<file path="src/rtl/mips_pkg.sv">
// Shared types and constants for the MIPS PC sequencer:
// run states, counter select codes, default exit code.
package mips_pkg;

  typedef enum logic [1:0] {
    RUN   = 2'b00,
    PAUSE = 2'b01,
    DONE  = 2'b10
  } run_state_e;

  localparam logic [3:0] CTR_CYC   = 4'd0;
  localparam logic [3:0] CTR_BR    = 4'd1;
  localparam logic [3:0] CTR_JMP   = 4'd2;
  localparam logic [3:0] CTR_STALL = 4'd3;
  localparam logic [3:0] CTR_EXT0  = 4'd4;

  localparam logic [31:0] EXIT_CODE_DEF = 32'h0000_0022;

endpackage

</file>
<file path="src/rtl/mips_pc_sequencer_if.sv">
// Control/status bundle between decode and the PC sequencer.
// master: drives controls, reads pc/state/counters; slave: sequencer.
interface mips_pc_sequencer_if #(
  parameter int CNT_W   = 32,
  parameter int NUM_EXT = 2
);
  localparam int EW = (NUM_EXT > 0) ? NUM_EXT : 1;

  logic          go;
  logic          stall;
  logic          syscall;
  logic [31:0]   syscall_arg;
  logic          branch_taken;
  logic [31:0]   ext18;
  logic          jmp;
  logic [25:0]   target;
  logic          jr;
  logic [31:0]   jr_addr;
  logic [EW-1:0] ext_evt;
  logic [3:0]    ctr_sel;
  logic [31:0]   pc;
  logic [31:0]   pc_plus_4;
  logic [1:0]    run_state;
  logic [CNT_W-1:0] ctr_data;

  modport master (
    output go, stall, syscall, syscall_arg,
    output branch_taken, ext18, jmp, target,
    output jr, jr_addr, ext_evt, ctr_sel,
    input  pc, pc_plus_4, run_state, ctr_data
  );

  modport slave (
    input  go, stall, syscall, syscall_arg,
    input  branch_taken, ext18, jmp, target,
    input  jr, jr_addr, ext_evt, ctr_sel,
    output pc, pc_plus_4, run_state, ctr_data
  );

endinterface

</file>
<file path="src/rtl/mips_evt_counter.sv">
// Single event counter: +1 per enabled cycle, wrap or saturate.
// Ports: clk, clr (sync, active-high), en in; cnt out.
module mips_evt_counter #(
  parameter int CNT_W    = 32,
  parameter bit SATURATE = 1'b0
) (
  input  logic             clk,
  input  logic             clr,
  input  logic             en,
  output logic [CNT_W-1:0] cnt
);

  logic [CNT_W-1:0] r_cnt;

  always_ff @(posedge clk) begin
    if (clr) begin
      r_cnt <= '0;
    end else if (en) begin
      if (!(SATURATE && (&r_cnt))) begin
        r_cnt <= r_cnt + 1'b1;
      end
    end
  end

  assign cnt = r_cnt;

endmodule

</file>
<file path="src/rtl/mips_pc_sequencer.sv">
// PC sequencer and run control for the single-cycle MIPS core.
// Ports: clk, clr (sync, active-high); bus (slave): controls in,
// pc/pc_plus_4/run_state/ctr_data out.
module mips_pc_sequencer
  import mips_pkg::*;
#(
  parameter logic [31:0] RESET_VECTOR = 32'h0000_0000,
  parameter logic [31:0] EXIT_CODE    = EXIT_CODE_DEF,
  parameter int          CNT_W        = 32,
  parameter int          NUM_EXT      = 2,
  parameter bit          SATURATE     = 1'b0
) (
  input logic clk,
  input logic clr,
  mips_pc_sequencer_if.slave bus
);

  localparam logic [1:0] S_RUN   = RUN;
  localparam logic [1:0] S_PAUSE = PAUSE;
  localparam logic [1:0] S_DONE  = DONE;
  localparam int NC = 4 + NUM_EXT;

  logic [31:0] r_pc;
  logic [1:0]  r_state;
  logic        r_go_q;

  logic [31:0] w_pc_plus_4;
  logic [31:0] w_jmp_pc;
  logic [31:0] w_next_pc;
  logic        w_run;
  logic        w_retire;
  logic        w_go_rise;
  logic        w_exit;

  assign w_pc_plus_4 = r_pc + 32'd4;
  assign w_jmp_pc = {w_pc_plus_4[31:28], bus.target, 2'b00};
  assign w_run = (r_state == S_RUN);
  assign w_retire = w_run & ~bus.stall;
  assign w_go_rise = bus.go & ~r_go_q;
  assign w_exit = (bus.syscall_arg == EXIT_CODE);

  always_comb begin
    w_next_pc = w_pc_plus_4;
    if (bus.jr) begin
      w_next_pc = bus.jr_addr;
    end else if (bus.jmp) begin
      w_next_pc = w_jmp_pc;
    end else if (bus.branch_taken) begin
      w_next_pc = w_pc_plus_4 + bus.ext18;
    end
  end

  // A syscall parks the PC on itself; resume skips past it.
  always_ff @(posedge clk) begin
    if (clr) begin
      r_pc    <= RESET_VECTOR;
      r_state <= S_RUN;
      r_go_q  <= 1'b0;
    end else begin
      r_go_q <= bus.go;
      case (r_state)
        S_RUN: begin
          if (w_retire) begin
            if (bus.syscall) begin
              r_state <= w_exit ? S_DONE : S_PAUSE;
            end else begin
              r_pc <= w_next_pc;
            end
          end
        end
        S_PAUSE: begin
          if (w_go_rise) begin
            r_state <= S_RUN;
            r_pc    <= w_pc_plus_4;
          end
        end
        default: r_state <= S_DONE;
      endcase
    end
  end

  logic [NC-1:0]    w_en;
  logic [CNT_W-1:0] w_cnt [NC];

  assign w_en[0] = w_run;
  assign w_en[1] = w_retire & bus.branch_taken
                 & ~bus.jr & ~bus.jmp;
  assign w_en[2] = w_retire & (bus.jmp | bus.jr);
  assign w_en[3] = w_run & bus.stall;

  for (genvar k = 0; k < NUM_EXT; k++) begin : g_ext
    assign w_en[4+k] = bus.ext_evt[k];
  end

  for (genvar c = 0; c < NC; c++) begin : g_ctr
    mips_evt_counter #(
      .CNT_W    (CNT_W),
      .SATURATE (SATURATE)
    ) u_ctr (
      .clk (clk),
      .clr (clr),
      .en  (w_en[c]),
      .cnt (w_cnt[c])
    );
  end

  always_comb begin
    bus.ctr_data = '0;
    for (int c = 0; c < NC; c++) begin
      if (bus.ctr_sel == 4'(c)) begin
        bus.ctr_data = w_cnt[c];
      end
    end
  end

  assign bus.pc        = r_pc;
  assign bus.pc_plus_4 = w_pc_plus_4;
  assign bus.run_state = r_state;

endmodule

</file>
<file path="src/flat_wrapper.sv">
// flat-port wrapper written by rule: the top's interface ports become plain ports
module mips_pc_sequencer_flat import mips_pkg::*;
#(
  parameter logic [31:0] RESET_VECTOR = 32'h0000_0000,
  parameter logic [31:0] EXIT_CODE    = EXIT_CODE_DEF,
  parameter int          CNT_W        = 32,
  parameter int          NUM_EXT      = 2,
  parameter bit          SATURATE     = 1'b0
)
  (clk, clr, bus_go, bus_stall, bus_syscall, bus_syscall_arg, bus_branch_taken, bus_ext18, bus_jmp, bus_target, bus_jr, bus_jr_addr, bus_ext_evt, bus_ctr_sel, bus_pc, bus_pc_plus_4, bus_run_state, bus_ctr_data);
  mips_pc_sequencer_if #(.CNT_W(CNT_W), .NUM_EXT(NUM_EXT)) bus_i ();
  input logic clk;
  input logic clr;
  input wire logic [$bits(bus_i.go)-1:0] bus_go;
  input wire logic [$bits(bus_i.stall)-1:0] bus_stall;
  input wire logic [$bits(bus_i.syscall)-1:0] bus_syscall;
  input wire logic [$bits(bus_i.syscall_arg)-1:0] bus_syscall_arg;
  input wire logic [$bits(bus_i.branch_taken)-1:0] bus_branch_taken;
  input wire logic [$bits(bus_i.ext18)-1:0] bus_ext18;
  input wire logic [$bits(bus_i.jmp)-1:0] bus_jmp;
  input wire logic [$bits(bus_i.target)-1:0] bus_target;
  input wire logic [$bits(bus_i.jr)-1:0] bus_jr;
  input wire logic [$bits(bus_i.jr_addr)-1:0] bus_jr_addr;
  input wire logic [$bits(bus_i.ext_evt)-1:0] bus_ext_evt;
  input wire logic [$bits(bus_i.ctr_sel)-1:0] bus_ctr_sel;
  output wire logic [$bits(bus_i.pc)-1:0] bus_pc;
  output wire logic [$bits(bus_i.pc_plus_4)-1:0] bus_pc_plus_4;
  output wire logic [$bits(bus_i.run_state)-1:0] bus_run_state;
  output wire logic [$bits(bus_i.ctr_data)-1:0] bus_ctr_data;
  assign bus_i.go = bus_go;
  assign bus_i.stall = bus_stall;
  assign bus_i.syscall = bus_syscall;
  assign bus_i.syscall_arg = bus_syscall_arg;
  assign bus_i.branch_taken = bus_branch_taken;
  assign bus_i.ext18 = bus_ext18;
  assign bus_i.jmp = bus_jmp;
  assign bus_i.target = bus_target;
  assign bus_i.jr = bus_jr;
  assign bus_i.jr_addr = bus_jr_addr;
  assign bus_i.ext_evt = bus_ext_evt;
  assign bus_i.ctr_sel = bus_ctr_sel;
  assign bus_pc = bus_i.pc;
  assign bus_pc_plus_4 = bus_i.pc_plus_4;
  assign bus_run_state = bus_i.run_state;
  assign bus_ctr_data = bus_i.ctr_data;
  mips_pc_sequencer #(.RESET_VECTOR(RESET_VECTOR), .EXIT_CODE(EXIT_CODE), .CNT_W(CNT_W), .NUM_EXT(NUM_EXT), .SATURATE(SATURATE)) u_core (.clk(clk), .clr(clr), .bus(bus_i));
endmodule
</file>
<file path="config.mk">
export PLATFORM = sky130hd
export DESIGN_NAME = mips_pc_sequencer_flat
export DESIGN_NICKNAME = d
export VERILOG_FILES = /design/src/rtl/mips_pkg.sv /design/src/rtl/mips_pc_sequencer_if.sv /design/src/rtl/mips_evt_counter.sv /design/src/rtl/mips_pc_sequencer.sv /design/src/flat_wrapper.sv
export SDC_FILE = /design/constraint.sdc
export NUM_CORES = 1
export LEC_CHECK = 0
export CORE_UTILIZATION = 55
export DETAILED_ROUTE_END_ITERATION = 16
export DONT_BUFFER_PORTS = 1
export GPL_TIMING_DRIVEN = 1
export HOLD_SLACK_MARGIN = 0.06
export PLACE_DENSITY = 0.73
export SLEW_MARGIN = 10
export SYNTH_ARGS = -nofsm -noshare
export SYNTH_HDL_FRONTEND = slang
export SYNTH_SLANG_ARGS = --single-unit
</file>
<file path="constraint.sdc">
create_clock -name clk -period 3.06 [get_ports clk]
set_clock_uncertainty 0.05 [all_clocks]
set_input_delay 0.306 -clock clk [delete_from_list [all_inputs] [get_ports clk]]
set_output_delay 0.306 -clock clk [all_outputs]
set_load 0.005 [all_outputs]
</file>
After elaboration in Yosys (flattened, before gate mapping)
Cells that the tools add are included.

Register bits after elaboration: 227. Bits in latches: 0. Bits in writable memories: 0. Bits in read-only memories: 0. Input port bits: 136. Output and inout bits: 98. Word-level logic and storage cells: 63. Memories: 0.

Add/subtract/negate cells: 8. Multipliers: 0. Divide/modulo/power cells: 0. Magnitude comparators: 0. Eq/ne operators: 11. Shift-type cells: 0. Mux-type cells: 18. Bitwise logic cells: 12. Reduce and logical (&&, ||, !) cells: 5.

Operator list (count): 2-to-1 mux 32 bit (12); adder 32 x 1 -> 32 bit (second input constant) (6); case mux 32 bit (2 select lines) (1); adder 32 x 3 -> 32 bit (second input constant) (1); adder 32 bit (1); equality test 32 x 6 -> 1 bit (second input constant) (1); equality test 4 x 2 -> 1 bit (second input constant) (2); equality test 4 x 3 -> 1 bit (second input constant) (2); 2-to-1 mux 2 bit (4); AND 1 bit (7); != test 2 bit (second input constant) (3); equality test 4 x 1 -> 1 bit (second input constant) (1); logical NOT 4 bit (1); NOT 1 bit (4); case mux 2 bit (2 select lines) (1); AND reduction 4 bit (1); AND reduction 3 bit (1); equality test 2 x 1 -> 1 bit (second input constant) (1); logical NOT 2 bit (1); != test 2 x 1 -> 1 bit (second input constant) (1); nonzero test 2 bit (1); OR 1 bit (1).

Longest topological paths before layout
Word-level depth: 8. Gate-level depth with buffers: 16. Depth with buffers taken out: 15.

Hierarchy
From an unflattened synthesis, not the netlist that was laid out.

Cell total of the unflattened synthesis: 1881. Area total of the unflattened synthesis: 15177.1 um2.

By module, submodules not included: mips_evt_counter (times used 6, cells an instance 181, area each 1564.0 um2, sequential area each 640.6 um2); mips_pc_sequencer (times used 1, cells an instance 795, area each 5793.1 um2, sequential area each 700.7 um2).

Worst setup path after synthesis
Ideal clock, no wire load.

Path type: reg2reg. Start point: register u_core.r_pc[2], in the netlist u_core.bus.pc[2]. End point: register u_core.r_pc[31], in the netlist u_core.bus.pc[31]. Setup time: 120 ps. Arrival time: 3370 ps. Data required time: 2890 ps. Setup slack: -480 ps. Cell stages (with the launch flop): 17. Path buffers: 2. Period minus slack after synthesis: 3540 ps. Cell sequence: dfxtp_1 > ha_1 > and3_1 > and3_1 > nand2_1 > xnor2_1 > ha_1 > buf_2 > a21o_1 > a31oi_1 > o2bb2ai_1 > or3_1 > buf_6 > o41ai_2 > o2111ai_1 > xnor2_1 > o21ai_1.

Cells in the longest elaborated chain, start to end: 8. Elaborated cells on any way between the ends: 9. Classes of those cells: add/sub: 2; mux: 7.

Ends and longest elaborated chain: start: declaration (line mips_pc_sequencer.sv:23) `logic [31:0] r_pc;`; start signal: assignment (line mips_pc_sequencer.sv:67) `r_pc <= w_next_pc;`; start signal: assignment (line mips_pc_sequencer.sv:74) `r_pc <= w_pc_plus_4;`; adder 32 x 3 -> 32 bit (line mips_pc_sequencer.sv:35) `assign w_pc_plus_4 = r_pc + 32'd4;`; net bus_pc_plus_4[12] (line flat_wrapper.sv:27) `output wire logic [$bits(bus_i.pc_plus_4)-1:0] bus_pc_plus_4;`; adder 32 bit (line mips_pc_sequencer.sv:49) `w_next_pc = w_pc_plus_4 + bus.ext18;`; 2-to-1 mux 32 bit (line mips_pc_sequencer.sv:48) `end else if (bus.branch_taken) begin`; 2-to-1 mux 32 bit (line mips_pc_sequencer.sv:46) `end else if (bus.jmp) begin`; 2-to-1 mux 32 bit (line mips_pc_sequencer.sv:44) `if (bus.jr) begin`; 2-to-1 mux 32 bit (line mips_pc_sequencer.sv:64) `if (bus.syscall) begin`; 2-to-1 mux 32 bit (line mips_pc_sequencer.sv:63) `if (w_retire) begin`; case mux 32 bit (2 select lines) (line mips_pc_sequencer.sv:61) `case (r_state)`.

The timed path passes the listed nets, and every way through them passes these cells. The select of a mux whose other input is x is not followed. A chain may end at the register's enable or synchronous reset.

Final worst setup path
Start point: register u_core.r_pc[3], in the netlist u_core.bus.pc[3]. End point: register u_core.r_pc[31], in the netlist u_core.bus.pc[31].

Cells in the longest elaborated chain, start to end: 8. Elaborated cells on any way between the ends: 9. Classes of those cells: add/sub: 2; mux: 7.

Ends and longest elaborated chain (line): adder 32 x 3 -> 32 bit (*) (mips_pc_sequencer.sv:35); adder 32 bit (mips_pc_sequencer.sv:49); 2-to-1 mux 32 bit (mips_pc_sequencer.sv:48); 2-to-1 mux 32 bit (mips_pc_sequencer.sv:46); 2-to-1 mux 32 bit (mips_pc_sequencer.sv:44); 2-to-1 mux 32 bit (mips_pc_sequencer.sv:64); 2-to-1 mux 32 bit (mips_pc_sequencer.sv:63); case mux 32 bit (2 select lines) (*) (mips_pc_sequencer.sv:61).

Every way passes the cells marked *; elsewhere a longest branch is shown, timed or not. The select of a mux whose other input is x is not followed.

==> impl_metrics.toml <==
[critical_path]
timing.rr.start = "u_core.bus.pc[3]"
slowest_delay_ns = 0.40
cp.required_ns = 3.45
criticalPathCategory = "reg2reg"
cp.depth = 14
arrival_ns = 3.73
critPathBufInv = 0
cp-startpoint = "u_core.bus.pc[3]"
cp-end-kind = "flop"
crit_slowest_cell = "o41ai_4"
cp_top_family = "simple AND/OR/NAND/NOR gates"
crit_fanout = 4
r2r-end = "u_core.bus.pc[31]"
r2r_cells = 14
cp-endpoint = "u_core.bus.pc[31]"
path_common_cell = "ha_4"
start_kind = "flop"
r2r_slack_ns = -0.28
crit_chain = "ha_4 -> and3_4 -> nand3_4 -> nor2_4 -> and4_1 -> xor2_2 -> ha_4 -> a21oi_2 -> o21ai_0 -> nand2b_2 -> o41ai_4 -> o2111ai_2 -> xnor2_1 -> o21ai_1"

[run_status]
violations = "setup timing"
outcome = "finished, violations left"

[floorplanning]
num_io_pins = 234
core-area_mm2 = 0.02511
die_w_um = 161.8
initial_core_util = 0.5592
die_h_um = 161.8
num_rows = 58
die-area_mm2 = 0.02617

[clock_tree]
cts-root-buf = "clkbuf_16"
cts_buffers = 26
cts_sinks = 227
clk_latency_ns = 0.55
h-tree-depth = 1
clk_pin_slew_ns = 0.06
clockBufferDepth = 3
cts_tree = "done"

[yosys]
yosysMostFrequentCell = "nor2_1"
synth_top_area_frac = 0.3236
synth_edf_count = 0
yosysWarnings = 0
synth_cell_type_count = 86
synth_area_per_cell_um2 = 7.809
ys_ff_latch = 227
synthFlopType = "dfxtp_1"
yosys-top-cells-count = "nor2_1 (251), dfxtp_1 (227), nand2_1 (192), xor2_1 (136), o21ai_0 (114)"
async_flop_share = 0
syn_area_mm2 = 0.01404
syn_nets = 1980
syn-instance-count = 1798
synth_area_leaders = "dfxtp_1 (32%), xor2_1 (8.5%), nor2_1 (6.7%)"
seq_area_frac_synth = 0.3236
synth_top_cell_by_area = "dfxtp_1"

[timing]
worst_slack_ns = -0.2817
rsz0062_at_grt = "yes"
finalHoldViolCount = 0
worstMarginPinSlew_ns = 1.122
finalMaxSlewViolations = 0
fin_crit_sh = 1.092
hold_slack_ns = 0.06757
min_period_ns = 3.342
setup_violations = 14
relSlewSlack = 0.2490
fmax_mhz = 299.2

[placed_design]
portBuffers = 0
dpl.hpwl_mm = 33.52
gp_congestion = 0.9823
placedCellCount = 2224

[drt]
routed_via_density = 6.302
vias = 14940
routedWlPerCell_um = 20.45
ant_nets = 0
wl_mm = 48.49
drtPass1Iterations = 7
route.detailed.drc = 0
first_iter_violations = 1493

[layout]
instances_no_fill = 2371
area_growth_pct = 29.86
drive_gt1_frac = 0.1928
nets = 2201
nFillCells = 1872

[power_and_ir_drop]
power_mw = 7.817
pwr_density_cell_mw_per_mm2 = 428.7
p_leak_nw = 7.396
ir_drop_v = 0.0006439

[global_route]
grt_pass1_vias = 13470
antenna_found_initial = 3
grt_pass1_wl_mm = 72.98
grt_use_total = 0.3512
grt_max_degree = 157
overflow = 0

[run]
max_cap_violations = 0

[min_path]
min_path_type = "in2reg"
-- worst reg2reg max path: cells and delay by family (launching register included) --
| kind | cells | cell delay, ns |
|---|---|---|
| XOR/XNOR | 2 | 0.40 |
| flip-flops | 1 | 0.37 |
| adder cells (fa/ha/maj) | 2 | 0.38 |
| AO/OA/AOI/OAI | 5 | 0.99 |
| AND/OR/NAND/NOR | 5 | 1.05 |
-- state kept, by name, indices dropped and copies added, names as in the netlist --
register,count
u_core.bus.pc,32
u_core.bus.run_state,2
u_core.g_ctr.u_ctr.cnt,192
u_core.r_go_q,1
-- layer usage --
| layer | wire length [µm] | vias up | global-route usage |
|---|---|---|---|
| met5 | 0 | - | 0 |
| met4 | 2226 | 0 | 0.1471 |
| met3 | 5345 | 195 | 0.08325 |
| met2 | 20780 | 862 | 0.5269 |
| met1 | 20140 | 7013 | 0.4806 |
| li1 | - | 6872 | - |
-- where the power goes --
| part | total, mW | internal (mW) | switching [mW] |
|---|---|---|---|
| logic | 1.51 | 0.687 | 0.821 |
| registers | 3.08 | 3.01 | 0.0737 |
| clock network | 3.22 | 1.92 | 1.31 |
| total | 7.82 | 5.61 | 2.20 |
-- worst min-delay path by stage --
| stage | start | end | depth (start not counted) |
|---|---|---|---|
| 6_report | bus_target[6] | u_core.bus.pc[8] | 3 |
| 5_1_grt | bus_jmp | u_core.bus.pc[22] | 4 |
| 4_1_cts | bus_target[6] | u_core.bus.pc[8] | 3 |
| 3_5_place_dp | clr | u_core.bus.pc[4] | 1 |
| 3_3_place_gp | clr | u_core.bus.pc[11] | 1 |
| 2_1_floorplan | bus_go | u_core.r_go_q | 2 |
-- stage by stage --
step	TNS (ns)	worst slack (ns)	utilization	instance area [µm²]
global route	-4.400	-0.4026	0.7262	18230
detailed placement	-3.547	-0.3881	0.6233	15650
CTS	-2.565	-0.2555	0.6964	17490
finish	-2.084	-0.2817	0.7262	18230
floorplan	-1.283	-0.2417	-	14220
global placement	-2.027	-0.2698	0.6233	15650
-- kinds of logic (layout without fill, tap and decap cells) --
logic type / after synthesis / in the layout / synth area share
compound gates: 402 / 402 / 0.1837
xor+xnor: 207 / 207 / 0.1291
other cells: 0 / 3 / 0
fa+ha+maj: 46 / 46 / 0.04153
mux: 19 / 19 / 0.01354
simple gates: 788 / 788 / 0.2765
flops: 227 / 227 / 0.3237
buf+inv: 109 / 349 / 0.03199
-- placed cells by master, fill, tap and decap left out, types with 16 or more instances in the layout --
| master | Yosys | layout |
|---|---|---|
| a21o_1 | 17 | 16 |
| nand4_1 | 41 | 41 |
| ha_1 | 45 | 32 |
| inv_1 | 26 | 26 |
| o21ai_0 | 114 | 103 |
| dfxtp_1 | 227 | 220 |
| and4_1 | 20 | 16 |
| buf_6 | 3 | 16 |
| or3_1 | 35 | 33 |
| dlygate4sd3_1 | 0 | 77 |
| buf_4 | 3 | 181 |
| a21oi_1 | 105 | 94 |
| and3_1 | 42 | 36 |
| xor2_1 | 136 | 128 |
| nand2_1 | 192 | 186 |
| mux2i_1 | 19 | 19 |
| a22oi_1 | 48 | 48 |
| clkbuf_16 | 0 | 26 |
| nand3_1 | 108 | 103 |
| xnor2_1 | 71 | 59 |
| nor2_1 | 251 | 244 |
-- area by class of cell --
class                           instances  area, µm²  area share
Clock buffer                           36      728.2     0.03994
Clock inverter                         11      147.6    0.008097
Antenna cell                            3      7.507   0.0004117
Multi-Input combinational cell       1462       9925      0.5443
Inverter                               26      97.59    0.005352
Tap cell                              330      412.9     0.02264
Timing Repair Buffer                  276       2357      0.1293
Sequential cell                       227       4558      0.2500
-- repair_timing --
| item | in CTS | in global routing |
|---|---|---|
| buffers inserted | 2 | 19 |
| pin swaps | 14 | 63 |
| gates resized for setup | 28 | 118 |
| endpoints found under the setup margin | 17 | 29 |
| endpoints found under the hold margin | 221 | 0 |
| hold buffers | 78 | 0 |
| gates cloned | 0 | 0 |
Note: power is estimated with default switching activity, not from simulation.
